## config.mk

```make
export PLATFORM = sky130hd
export DESIGN_NAME = cutthrough_filter_v2
export DESIGN_NICKNAME = d
export VERILOG_FILES = /design/src/rtl/cutthrough_filter_v2.sv
export SDC_FILE = /design/constraint.sdc
export NUM_CORES = 1
export LEC_CHECK = 0
export ABC_AREA = 1
export ABC_CLOCK_PERIOD_IN_PS = 2000
export CAP_MARGIN = 20
export CELL_PAD_IN_SITES_DETAIL_PLACEMENT = 0
export CELL_PAD_IN_SITES_GLOBAL_PLACEMENT = 1
export CORE_AREA = 2 2 179 181
export CTS_CLUSTER_DIAMETER = 40
export DETAILED_ROUTE_END_ITERATION = 6
export DIE_AREA = 0 0 181 183
export GPL_TIMING_DRIVEN = 0
export PLACE_DENSITY = 0.81
export REMOVE_ABC_BUFFERS = 1
export SYNTH_ARGS = -nofsm -noshare
export SYNTH_HDL_FRONTEND = slang
export SYNTH_SLANG_ARGS = --single-unit
```

## constraint.sdc

```tcl
create_clock -name clk -period 2 [get_ports clk]
set_input_delay 0.4 -clock clk [delete_from_list [all_inputs] [get_ports clk]]
set_output_delay 0.4 -clock clk [all_outputs]
set_load 0.05 [all_outputs]
```

## src/rtl/cutthrough_filter_v2.sv

```systemverilog
// Cut-through key filter: forwards packets whose head-beat key matches any enabled slot, drops others.
// Optional packet statistics are compiled in when CTF_STATS_EN is defined.
module cutthrough_filter_v2 #(
  parameter int unsigned DATA_W   = 64,
  parameter int unsigned NUM_KEYS = 4,
  parameter int unsigned KEY_LSB  = 24
) (
  input  logic                  clk,
  input  logic                  rst,
  input  logic [DATA_W-1:0]     slave_tdata,
  input  logic [DATA_W/8-1:0]   slave_byteEnable,
  input  logic                  slave_tvalid,
  input  logic                  slave_tlast,
  output logic                  slave_tready,
  output logic [DATA_W-1:0]     master_tdata,
  output logic [DATA_W/8-1:0]   master_byteEnable,
  output logic                  master_tvalid,
  output logic                  master_tlast,
  input  logic                  master_tready,
  input  logic [NUM_KEYS*32-1:0] cfg_key,
  input  logic [NUM_KEYS-1:0]   cfg_key_valid
`ifdef CTF_STATS_EN
  ,
  input  logic                  stat_clr,
  output logic [31:0]           stat_fwd_pkts,
  output logic [31:0]           stat_drop_pkts
`endif
);

  localparam int unsigned BE_W   = DATA_W / 8;
  localparam int unsigned KEY_BE = KEY_LSB / 8;

  localparam logic [1:0] ST_HEAD = 2'd0;
  localparam logic [1:0] ST_FWD  = 2'd1;
  localparam logic [1:0] ST_DROP = 2'd2;

  logic [1:0]        state_q, state_d;
  logic              tready_q;

  logic              out_valid_q, out_valid_d;
  logic              out_last_q, out_last_d;
  logic [DATA_W-1:0] out_data_q, out_data_d;
  logic [BE_W-1:0]   out_be_q, out_be_d;

  logic              skid_valid_q, skid_valid_d;
  logic              skid_last_q, skid_last_d;
  logic [DATA_W-1:0] skid_data_q, skid_data_d;
  logic [BE_W-1:0]   skid_be_q, skid_be_d;

  logic key_hit, match, accept, is_head, fwd_beat, out_ready;

  always_comb begin
    key_hit = 1'b0;
    for (int unsigned i = 0; i < NUM_KEYS; i++) begin
      if (cfg_key_valid[i] && (slave_tdata[KEY_LSB +: 32] == cfg_key[32*i +: 32])) begin
        key_hit = 1'b1;
      end
    end
    // A partially-enabled key field can never match.
    match = key_hit & (&slave_byteEnable[KEY_BE +: 4]);
  end

  assign accept    = slave_tvalid & tready_q;
  assign is_head   = (state_q == ST_HEAD);
  assign fwd_beat  = accept & ((state_q == ST_FWD) | (is_head & match));
  assign out_ready = ~out_valid_q | master_tready;

  always_comb begin
    state_d = state_q;
    if (accept) begin
      if (slave_tlast) begin
        state_d = ST_HEAD;
      end else if (is_head) begin
        state_d = match ? ST_FWD : ST_DROP;
      end
    end
  end

  // Skid only fills while tready is high, so it is never loaded while it is already full.
  always_comb begin
    out_valid_d  = out_valid_q;
    out_last_d   = out_last_q;
    out_data_d   = out_data_q;
    out_be_d     = out_be_q;
    skid_valid_d = skid_valid_q;
    skid_last_d  = skid_last_q;
    skid_data_d  = skid_data_q;
    skid_be_d    = skid_be_q;
    if (out_ready) begin
      if (skid_valid_q) begin
        out_valid_d  = 1'b1;
        out_last_d   = skid_last_q;
        out_data_d   = skid_data_q;
        out_be_d     = skid_be_q;
        skid_valid_d = 1'b0;
      end else begin
        out_valid_d = fwd_beat;
        if (fwd_beat) begin
          out_last_d = slave_tlast;
          out_data_d = slave_tdata;
          out_be_d   = slave_byteEnable;
        end
      end
    end else if (fwd_beat) begin
      skid_valid_d = 1'b1;
      skid_last_d  = slave_tlast;
      skid_data_d  = slave_tdata;
      skid_be_d    = slave_byteEnable;
    end
  end

  always_ff @(posedge clk) begin
    if (!rst) begin
      state_q      <= ST_HEAD;
      tready_q     <= 1'b0;
      out_valid_q  <= 1'b0;
      out_last_q   <= 1'b0;
      out_data_q   <= '0;
      out_be_q     <= '0;
      skid_valid_q <= 1'b0;
      skid_last_q  <= 1'b0;
      skid_data_q  <= '0;
      skid_be_q    <= '0;
    end else begin
      state_q      <= state_d;
      tready_q     <= ~skid_valid_d;
      out_valid_q  <= out_valid_d;
      out_last_q   <= out_last_d;
      out_data_q   <= out_data_d;
      out_be_q     <= out_be_d;
      skid_valid_q <= skid_valid_d;
      skid_last_q  <= skid_last_d;
      skid_data_q  <= skid_data_d;
      skid_be_q    <= skid_be_d;
    end
  end

  assign slave_tready      = tready_q;
  assign master_tvalid     = out_valid_q;
  assign master_tlast      = out_last_q;
  assign master_tdata      = out_data_q;
  assign master_byteEnable = out_be_q;

`ifdef CTF_STATS_EN
  logic [31:0] fwd_cnt_q, drop_cnt_q;

  always_ff @(posedge clk) begin
    if (!rst || stat_clr) begin
      fwd_cnt_q  <= '0;
      drop_cnt_q <= '0;
    end else if (accept && is_head) begin
      if (match) fwd_cnt_q  <= fwd_cnt_q + 32'd1;
      else       drop_cnt_q <= drop_cnt_q + 32'd1;
    end
  end

  assign stat_fwd_pkts  = fwd_cnt_q;
  assign stat_drop_pkts = drop_cnt_q;
`endif

endmodule

```

==> results of run 1 <==
worst max-delay path: stages:
cell and delay (ps):
clkdlybuf4s50_1 500, xnor2_2 130, nand2_1 80, nor2_2 140, nand3_1 110, nor2_2 130, nor2_2 50, nand2_2 100
nand2_2 80, nand2_4 110, buf_4 120, nand3_4 140, buf_6 200, buf_6 140, o21ai_1 180, a21oi_2 40
flip-flops by register name (all words and copies together), names as in the netlist:
name / count
skid_valid_q: 1
master_tvalid: 1
master_byteEnable: 8
slave_tready: 1
skid_last_q: 1
skid_be_q: 8
state_q: 2
master_tlast: 1
skid_data_q: 64
master_tdata: 64
cells in the mapped netlist (14+ instances only):
master and instances:
clkbuf_1 31, xnor2_1 23, a21oi_1 76, inv_1 220, nand3_1 17, nor2_1 215
nand2_1 426, o21ai_1 15, xor2_1 14, inv_2 19, o21ai_0 173, dfxtp_1 151
layer usage:
| layer | wire length, um | vias up | track usage, % |
|---|---|---|---|
| met5 | 13 | - | 0 |
| met4 | 1631 | 2 | 9.463 |
| met3 | 2748 | 71 | 5.679 |
| met2 | 19910 | 370 | 40.98 |
| met1 | 17180 | 4600 | 29.17 |
| li1 | - | 4993 | - |
cell type report:
type | instances | area (sq um)
fill | 3170 | 16960
multi-input combinational | 989 | 5333
timing repair buffer | 344 | 3948
sequential | 151 | 3024
inverter | 239 | 917.1
tap | 402 | 503.0
clock buffer | 19 | 432.9
clock inverter | 12 | 105.1
antenna | 5 | 12.51
power breakdown:
group / internal (mW) / total (mW) / switching (mW)
logic: 0.505 / 1.13 / 0.627
clock network: 1.70 / 3.12 / 1.42
registers: 3.01 / 3.01 / 0.00170
total: 5.22 / 7.26 / 2.04
repair_timing:
item                                    4_1_cts  5_1_grt
buffers inserted                             33        2
hold endpoints to repair                      0        0
pin swaps                                    97       48
cloned                                       29       10
endpoints found under the setup margin      174      215
gates resized for setup                     439      248
kinds of logic after synthesis:
| logic type | Yosys count | share of synthesized area [%] |
|---|---|---|
| and+or+nand+nor | 673 | 30.08 |
| buffers and inverters | 309 | 15.15 |
| AOI/OAI and AO/OA | 268 | 15.75 |
| DFF | 151 | 35.24 |
| xor gates and xnor gates | 37 | 3.778 |
how the worst max path moves through the flow:
stage | end | from | slack (ps)
6_report | skid_data_q[11]$_SDFFE_PN0P_ | cfg_key[123] | -350
5_1_grt | master_tdata[49]$_SDFFE_PN0P_ | slave_tdata[47] | -500
4_1_cts | skid_be_q[4]$_SDFFE_PN0P_ | slave_tdata[29] | -300
3_5_place_dp | skid_data_q[43]$_SDFFE_PN0P_ | slave_tdata[40] | -2330
3_3_place_gp | skid_data_q[27]$_SDFFE_PN0P_ | slave_tdata[40] | -6200
2_1_floorplan | skid_be_q[0]$_SDFFE_PN0P_ | slave_tdata[33] | -2290
per-stage QoR:
stage | setup WS, ps | instance area, sq um | instances
2_1_floorplan | -2291 | 8175 | 1368
3_3_place_gp | -6200 | 11510 | 2053
3_5_place_dp | -2331 | 11660 | 2058
4_1_cts | -300.5 | 13510 | 2151
5_1_grt | -495.4 | 14260 | 2157
6_report | -345.4 | 14270 | 2161
==> impl_summary.md, run 1 <==
Placement
The congestion estimate from routability-driven global placement came to about 0.87. Input and output buffers added on the ports amount to ~280. After legalization and detailed placement, the total HPWL measured roughly 24 mm.

Global route
The total congestion overflow after global routing is 0. The number of antenna violations at the first check in global routing is 5. The pin count of the biggest net entering global routing is roughly 120. The via count of the first global-routing pass is ~9.6k. Global routing consumed, over all layers together, 23.98% of the routing resources. The global-route wire length before repair is ~59 mm.

Worst hold path
The capture endpoint of the worst hold path is skid_data_q[53]$_SDFFE_PN0P_. The number of cells traversed by the worst hold path is 3. The min-delay analysis places its worst path in the category in -> reg. The startpoint identified for the worst hold timing path is slave_tdata[53].

Yosys
Counting flops with a built-in enable in the synthesized netlist gives 0. The async set-reset flop share out of synthesis is 0%. The largest total area in the synthesized netlist belongs to dfxtp_1. Synthesis handed over a netlist of about 1.4k instances.

The average cell area after synthesis is approximately 6.0 sq um. The most used flip-flop cell after synthesis is dfxtp_1. After synthesis the cells add up to roughly 8600 sq um. The register area share after synthesis is 35.24%. In this run the biggest area consumer among cell types represents roughly a third of the synthesized area. The number of warning messages in the yosys log is 0. The register bit count reported by yosys is between 150 and 200. The netlist uses 25 different library cells. By area the synthesized netlist is led by dfxtp_1, nand2_1, o21ai_0.

Final layout
For this run, the post-layout net count is roughly 2k. The final design utilization is 45.71%. The share of final-layout standard cells stronger than drive strength 1 is approximately 23%. The area growth from synthesis to layout is 66.41%. The most common cell after layout, fill and taps aside is nand2_1. In the layout the commonest cells are nand2_1, inv_1, nor2_1.

Detailed routing
In the final routed layout, each cell accounts on average for between 15 and 20 um. The first routing iteration left ~570 violations. The number of detailed-route iterations in the first pass is 7. For this run, design rule violations remaining after detail routing come to 0.

The total number of vias is 10.04k. The mean number of vias per cell is approximately 4.6. The count of antenna-violating nets left after detailed routing is 0. The sum of routed wire length over all layers is 41.48 mm.

STA
The worst slew margin relative to its limit is 38.71%. The smallest clock period supported by the final layout is computed as ~2300 ps. Final hold analysis gives a worst-case slack of ~310 ps. The share of the clock period used by the worst path is 117.3%. Derived from the worst setup path, the maximum achievable clock frequency is about 430 MHz. After routing, the total negative slack on setup checks comes to -39490 ps. The worst-case clock skew is 17.89 ps. Setup repair after global routing could not meet its margin everywhere. The count of endpoints failing setup in the final report is about 150. After layout, the worst setup slack is -345.4 ps.

The transition time of the tightest slew-check pin is between 900 and 1000 ps. The number of pins exceeding their max-slew limit in the final report is 0. The total count of hold-check failures in the final report came to 0.

Pwr
Summed over all cells, the static leakage comes to between 7 and 8 nW. The total power divided by cell area is slightly above 500 nW/um^2. VDD sags by at most between 500 and 600 uV. The post-layout total power is 7.262 mW.

Setup path
The category of the worst setup path capture point is a flop. In this run the register-to-register setup slack is -110 ps. For the worst flop-to-flop path, the logic depth is 10. The data required time at the worst endpoint is ~2300 ps. The highest fanout seen on the critical path is 8. In this run the critical register-to-register path is captured at master_tdata[51]$_SDFFE_PN0P_. The arrival time of the worst setup path is between 2000 and 3000 ps. The start of the worst register-to-register path is slave_tready$_SDFF_PN0_. The critical path is of the in -> reg type. STA classifies the critical path startpoint as a primary input.

Outcome
The final reports fail on setup timing. The flow ran to the end, but the final reports show violations.

Clock tree
The number of CTS-inserted buffers is 17. Counting along the longest clock path gives a buffer depth of 2. The clock root buffer is clkbuf_16.

The number of sinks driven by the clock tree is between 150 and 200. TritonCTS built the clock tree. Clock latency on the worst-skew pair, taken at its later pin, is 440 ps. The hold-fix buffer count after cts is 0. The clock transition at the registers of the reported paths is ~70 ps. CTS built an H-tree with a depth of 4.

Floorplanning
In this run the core area contains between 60 and 70 standard-cell rows. The width of the die is between 150 and 200 um. The total core area is about 31000 sq um.

For this configuration, the core starts out at a cell density of 27.47%. The top-level I/O count is ~280. The die footprint is ~33000 sq um.

The y dimension of the die is about 180 um.

Run
Across the run, the number of max-cap violations was 0.
Note: power is estimated with default switching activity, not from simulation.
==> run 2: changes to the inputs <==
--- a/config.mk
+++ b/config.mk
@@ -8,14 +8,12 @@
 export ABC_AREA = 1
 export ABC_CLOCK_PERIOD_IN_PS = 2000
 export CAP_MARGIN = 20
-export CELL_PAD_IN_SITES_DETAIL_PLACEMENT = 0
-export CELL_PAD_IN_SITES_GLOBAL_PLACEMENT = 1
-export CORE_AREA = 2 2 179 181
+export CORE_AREA = 2 2 146 148
 export CTS_CLUSTER_DIAMETER = 40
 export DETAILED_ROUTE_END_ITERATION = 6
-export DIE_AREA = 0 0 181 183
+export DIE_AREA = 0 0 148 150
 export GPL_TIMING_DRIVEN = 0
-export PLACE_DENSITY = 0.81
+export PLACE_DENSITY = 0.82
 export REMOVE_ABC_BUFFERS = 1
 export SYNTH_ARGS = -nofsm -noshare
 export SYNTH_HDL_FRONTEND = slang
==> run 2 against run 1 <==
  * The run still ends with setup timing left
  * Sequential power barely moved
  * First-iteration DRC count rose by 42%
  * Die area fell by 33%
  * Combinational power increased by 4%
  * Clock power rose by 7.1%
  * Non-clock buffer count is 14 lower
  * Global-route usage grew 9.5 points
==> impl_summary.md, run 2 (same netlist as run 1, synthesis figures left out) <==
Outcome
The flow ran to the end, but the final reports show violations. The checks that failed: setup timing.

Final layout
Summing all flip-flop and latch instances after layout gives between 3000 and 4000 sq um. Counting the fill cells in the layout gives 1739. The number of nets in the final layout is ~2k.

0 antenna diodes ended up in the layout. Leaving out fill and tap cells, the most frequent cell in the layout is nand2_1. Summing all multi-input logic gate instances after layout gives between 5000 and 6000 sq um. After the flow finishes, the layout carries non-filler instances totaling ~2.0k. The area growth from synthesis to layout is 66.83%. The final design utilization is 69.17%. The share of final-layout standard cells stronger than drive strength 1 is between 20% and 30%.

In the layout the commonest cells are nand2_1, inv_1, dfxtp_1.

Floorplanning
The floorplan has 53 rows. The width of the die is ~150 um. The total core area is slightly above 20000 sq um. The die covers between 20000 and 25000 sq um.

Pin placement for this block handled about 280 I/O pins. The y dimension of the die is roughly 150 um. The starting density of the core is approximately two fifths.

STA
Subtracting the final worst setup slack from the clock period gives between 2000 and 2500 ps. The final critical path takes up 113.9% of the cycle. The worst pin sits at a relative slew slack of around a third. The worst hold slack after final layout is between 200 and 300 ps.

The post-layout worst setup margin is -278.0 ps. The transition time of the tightest slew-check pin is 995.5 ps. The count of endpoints failing setup in the final report is ~150. The number of pins exceeding their max-slew limit in the final report is 0. The total count of hold-check failures in the final report is 0. Between clock sinks in the finished design, the worst skew comes to roughly 13 ps. Setup repair after global routing could not meet its margin everywhere. The maximum clock frequency is between 400 and 500 MHz.

Pwr
For this design the total switching power over the nets is 2.128 mW. In this run switching power makes up between 20% and 30% of total power. The sequential fraction of design power is roughly 40%. Combinational logic burns around 16% of the power. The clock share of power is 44.4%. The leakage power total is a little under 7 nW.

IR analysis of the VDD net gives a maximum drop of ~460 uV. The total power divided by cell area is 525.6 nW/um^2. The internal power of the cells totals 5.394 mW.

Global route
The first global-routing pass estimated about 56 mm of wire. The via count of the first global-routing pass is 10.03k. Entering global routing, the biggest net connects between 70 and 80 pins. The total congestion overflow after global routing is 0. In the global route stage, overall resource usage came out at between 30% and 40%. The number of antenna violations at the first check in global routing came to 1.

Run
The tool flagged a number of max-cap violations equal to 0.

Detailed routing
The total number of vias is around 11k. The routed length per placed instance is slightly above 20 um. Using the TritonRoute via totals, the vias-per-cell ratio works out to roughly 5.3.

After detailed routing, the total wire length is ~42 mm. The number of remaining DRC errors is 0. The count of antenna-violating nets left after detailed routing is 0.

The number of detailed-route iterations in the first pass is 6. The detailed router finished its first iteration with approximately 810 violations.

Clock tree
Counting the buffers created by CTS gives 17. After clock tree synthesis, the flow added hold-fix buffers numbering 0. After clock tree synthesis, the clock-pin slew on the worst setup and hold paths is about 70 ps. No sink is reached through more buffers than the 2 on the longest clock path. At the later pin of the worst-skew pair, clock insertion delay measures around 420 ps. The tree built by TritonCTS fans out to roughly 150 sinks. The TritonCTS clock tree is built. The tree is rooted in a clkbuf_16. In this run the number of H-tree levels came out at 4.

Placement
Once placement completed, the tool counted placed cells totaling just under 2k. The worst slack after detailed placement is -2009 ps. The final weighted congestion in routability-driven placement is ~0.9.

The detailed placer's ending HPWL is 21.43 mm. Buffers placed on the I/O ports in this run total roughly 280.

Worst hold path
The class of the tightest hold or removal check is in -> reg.

Setup path
The data required time at the worst endpoint is 2300 ps. The worst setup path is of the in -> reg kind. STA classifies the critical path startpoint as a primary input. The worst setup path is captured at a flop. At the worst endpoint, the arrival time is between 2000 and 3000 ps. In this run the worst path has a maximum fanout of 10.
run 2: cell count changes in the layout (fill, tap and decap cells not counted), moves of 16 or more:
cell             before  now
a21oi_1              28   49
a21oi_2              46   25
clkbuf_2              3   29
clkdlybuf4s15_1       0   27
clkdlybuf4s50_1      88   72
dlygate4sd2_1        95   48
dlymetal6s2s_1       66   40
nand2_8               7   29
run 2: final cells by class:
cell class	instances	area share (%)
Timing Repair Buffer	330	24.34
Tap cell	275	2.404
Sequential cell	151	21.13
Inverter	239	6.645
Clock inverter	14	1.137
Timing Repair inverter	1	0.05246
Clock buffer	17	2.973
Multi-Input combinational cell	1011	41.32
run 2: per-layer routing:
| metal | routed length (um) | GRT usage (%) |
|---|---|---|
| met2 | 19830 | 56.50 |
| met1 | 15470 | 38.75 |
| met3 | 3848 | 8.963 |
| met5 | 13 | 0 |
| met4 | 2565 | 17.71 |
run 2: worst max-delay path, stage by stage:
cell and delay, ps:
buf_4 170, xor2_1 180, nor3_2 270, nand3_1 150, nor2_2 150, nor2_2 50
nand2_2 130, nand2_4 70, nand2_4 100, buf_6 100, nand3_4 130, buf_6 220
buf_16 160, o21ai_1 190, a21oi_1 100
run 2: per-stage QoR:
stage	area (sq um)	total power, mW	TNS [ps]
floorplan	8175	3.443	-325430
global placement	11350	4.120	-735450
detailed placement	11470	4.124	-269800
CTS	13250	7.393	-7348
global route	14310	7.748	-25880
finish	14310	7.523	-19220
run 2: power groups by stage:
stage	combinational (mW)	sequential, mW	clock [mW]
2_1_floorplan	0.362	3.08	0
4_1_cts	1.06	3.01	3.32
3_5_place_dp	1.05	3.08	0
6_report	1.17	3.01	3.34
5_1_grt	1.25	3.01	3.49
3_3_place_gp	1.04	3.08	0
run 2: final timing paths:
| check | start | slack [ps] | cells after the start | to |
|---|---|---|---|---|
| setup / recovery | slave_tdata[38] | -280 | 15 | skid_data_q[3]$_SDFFE_PN0P_ |
| hold / removal | slave_tdata[54] | 260 | 3 | skid_data_q[54]$_SDFFE_PN0P_ |
| setup reg to reg | slave_tready$_SDFF_PN0_ | -60 | 7 | skid_data_q[3]$_SDFFE_PN0P_ |
| hold reg to reg | skid_data_q[15]$_SDFFE_PN0P_ | 450 | 2 | skid_data_q[15]$_SDFFE_PN0P_ |
run 2: repair_timing:
item                                    CTS  global route
pin swaps                               152           130
gates resized for setup                 632           381
setup buffers                            19            12
endpoints found under the setup margin  161           187
gates cloned                             33            17
==> run 3: changes to the inputs <==
--- a/config.mk
+++ b/config.mk
@@ -13,8 +13,9 @@
 export DETAILED_ROUTE_END_ITERATION = 6
 export DIE_AREA = 0 0 148 150
 export GPL_TIMING_DRIVEN = 0
-export PLACE_DENSITY = 0.82
+export PLACE_DENSITY_LB_ADDON = 0.15
 export REMOVE_ABC_BUFFERS = 1
+export SETUP_SLACK_MARGIN = 0.05
 export SYNTH_ARGS = -nofsm -noshare
 export SYNTH_HDL_FRONTEND = slang
 export SYNTH_SLANG_ARGS = --single-unit
==> run 3 against run 2 <==
  * The flow still finishes with violations (setup timing)
  * Global-route usage decreased by 3.1 points
  * Maximum frequency increased by 1.0%
  * Clock skew about the same
  * Cell area decreased by 8.7%
  * Critical path type unchanged
==> impl_summary.md, run 3 (same netlist as run 1, synthesis figures left out) <==
Global route
The total congestion overflow after global routing is 0. The global-route wire length before repair is 51.33 mm. The overall routing resource usage is between 30% and 40%. The number of antenna violations at the first check in global routing is 10. The met3 usage in global routing is around 7%. The met1 demand-to-capacity share in global routing is between 30% and 40%. The global routing stage identified its most utilized layer as met2. The pin count of the biggest net entering global routing is between 90 and 100. The via count of the first global-routing pass came to 9158. In the global route stage, met2 resource usage came out at around half.

Outcome
The final reports fail on setup timing. The flow ran to the end, but the final reports show violations.

Final layout
The area growth from synthesis to layout is 52.25%. For this run, the share of the core covered by cells in the final layout is approximately 63%. For this run, the post-layout net count is 1935. The filler cells instantiated in the layout total roughly 2k.

In the final layout, the share of cells above drive strength 1 is between 10 and 15%. In the layout the commonest cells are nand2_1, inv_1, dlygate4sd2_1. The most common cell after layout, fill and taps aside is nand2_1.

Setup path
The kind of critical path is in -> reg. The signal on the critical path passes through dlygate4sd2_1 -> xor2_1 -> nor3_2 -> nand3_1 -> nor2_2 -> nor2_1 -> nand2_2 -> nand2_4 -> nand2_4 -> buf_4 -> nand3_4 -> buf_12 -> clkbuf_16 -> o21ai_0 -> a21oi_1. The endpoint of the lowest-slack register-to-register path is master_tdata[33]$_SDFFE_PN0P_. The reg-to-reg setup timing slack is -140 ps. Along the worst path, the maximum fanout reaches 8. The worst register-to-register path has a depth of 8. The category of the worst setup path capture point is a flop. The maximum single-stage delay on the critical path is 350 ps.

Together, buffers and inverters on the worst path number 4. The first element of the critical path is cfg_key[80]. The critical path launch point type is a primary input. The arrival time of the worst setup path is 2570 ps. On the critical path, the stage with the largest delay is an instance of nor3_2. The data required time at the worst endpoint is 2320 ps. Broken down by cell family, the worst path's largest delay share belongs to simple AND/OR/NAND/NOR gates. The most frequent cell on the critical path is nand2_4. The start of the worst register-to-register path is master_tvalid$_SDFFE_PN0P_. The critical path crosses 15 cells after its start point.

Clock tree
The clock root buffer is clkbuf_16. TritonCTS built the clock tree. The number of sinks driven by the clock tree is approximately 150. The number of CTS-inserted buffers is 17. The longest clock path from root to sink contains 2 buffers. The clock transition at the registers of the reported paths is approximately 70 ps. The H-tree depth reported by CTS is 4. In this run, post-CTS hold repair placed 0 buffers. The clock reaches the later pin of the worst-skew pair after around 430 ps.

STA
The total count of hold-check failures in the final report is 0. Setup violations remaining at the end of the flow were counted as 149. The number of pins exceeding their max-slew limit in the final report is 0. The aggregate negative setup slack is -29000 ps. After layout, the minimum clock period comes to 2255 ps.

The worst-case clock skew is between 10 and 15 ps. At the pin with the least slew margin, the transition time is between 700 and 800 ps. Setup repair after global routing could not meet its margin everywhere.

The share of the clock period used by the worst path is 112.8%. For this run, the top clock speed supported by timing is around 440 MHz. The worst slew margin relative to its limit is between 50 and 60%.

Across all setup checks in the final design, the least slack found is -255.3 ps.

Pwr
In this run the power density over the cells is approximately 570 nW/um^2. The internal portion of the total power is between 5 and 6 mW. The analysis attributes to cell leakage a power of 6.471 nW. The net load switching power is 2.025 mW. In this run, flip-flops and latches consume between 40% and 50% of the power. The share of total power in combinational logic is between 10% and 20%. The fraction of power spent switching nets is 27.29%. The worst supply voltage drop on vdd is around 510 uV. The clock share of power is around 45%.

Floorplanning
The width of the die is approximately 150 um. For this configuration, the core starts out at a cell density of between 40% and 50%. Row generation in the floorplan step produced 53 rows.

The top-level I/O count is about 280. The y dimension of the die is approximately 150 um. After floorplanning, the core was sized to cover between 20000 and 25000 sq um. The die covers 22200 sq um.

Detailed routing
The first routing iteration left about 500 violations. The detailed router placed a little under 10k vias in this run. The mean number of vias per cell is 4.868. The routed length per placed instance is 17.22 um. In this run the remaining antenna-violating nets after routing total 0. After detailed routing, the total wire length is between 30 and 40 mm.

The number of remaining DRC errors is 0. The first detailed-routing pass took 5 iterations.

Placement
Routability-driven placement finished with a final weighted congestion of around 0.89. The count of buffers added on input and output ports is approximately 280. Once detailed placement completed, the half-perimeter wirelength came to between 20 and 25 mm.

Worst hold path
The capture endpoint of the worst hold path is skid_data_q[41]$_SDFFE_PN0P_. The class of the tightest hold or removal check is in -> reg. The worst hold path begins at slave_tdata[41].

The number of cells traversed by the worst hold path is 3.

Run
Across the run, the number of max-cap violations was 0.
run 3: worst max path at each step:
stage,slack [ps],to
finish,-260,skid_data_q[36]$_SDFFE_PN0P_
global route,-310,master_tdata[62]$_SDFFE_PN0P_
CTS,-200,master_tlast$_SDFFE_PN0P_
detailed placement,-2000,skid_be_q[0]$_SDFFE_PN0P_
global placement,-5390,skid_data_q[57]$_SDFFE_PN0P_
floorplan,-2290,skid_be_q[0]$_SDFFE_PN0P_
run 3: layer usage:
layer / share of wire (%) / wire [um] / up-vias
met3: 7.8 / 2728 / 84
met2: 47 / 16270 / 397
met1: 40 / 14080 / 4379
met4: 4.8 / 1687 / 6
met5: 0.11 / 40 / -
li1: - / - / 4972
run 3: layout make-up:
class / instances / area [sq um] / area share [%]
Tap cell: 275 / 344.1 / 2.635
Clock inverter: 14 / 165.2 / 1.265
Timing Repair Buffer: 322 / 3194 / 24.46
Sequential cell: 151 / 3024 / 23.16
Inverter: 239 / 919.6 / 7.042
Clock buffer: 18 / 439.2 / 3.363
Antenna cell: 7 / 17.52 / 0.1341
Multi-Input combinational cell: 995 / 4956 / 37.95
run 3: worst register-to-register path: stages, from the launching register on:
cell and delay [ps]:
dfxtp_1 320, inv_1 50, nor2_2 550, clkinvlp_4 220
buf_4 380, nand2_8 340, nand2_1 90, nand2_1 60
nor2_1 40
run 3: power by group through the flow:
stage               combinational, mW  sequential [mW]  clock, mW
finish                           1.04             3.01       3.37
global route                     1.14             3.01       3.53
CTS                              1.02             3.01       3.40
detailed placement               1.04             3.08          0
global placement                 1.04             3.08          0
floorplan                       0.362             3.08          0
run 3: metrics by stage:
| step | setup WS, ps | area, sq um | instances | power [mW] | hold slack (ps) |
|---|---|---|---|---|---|
| floorplan | -2291 | 8175 | 1368 | 3.443 | 423.3 |
| global placement | -5391 | 11350 | 1926 | 4.116 | 432.2 |
| detailed placement | -1995 | 11470 | 1930 | 4.114 | 435.5 |
| CTS | -196.4 | 12740 | 2004 | 7.430 | 254.4 |
| global route | -312.4 | 13060 | 2020 | 7.671 | 334.1 |
| finish | -255.3 | 13060 | 2021 | 7.421 | 321.9 |
run 3: repair_timing:
action	in CTS	in global routing
setup endpoints to repair	226	149
gates cloned	17	7
resized for setup	443	71
buffers inserted	25	3
pin swaps	111	46
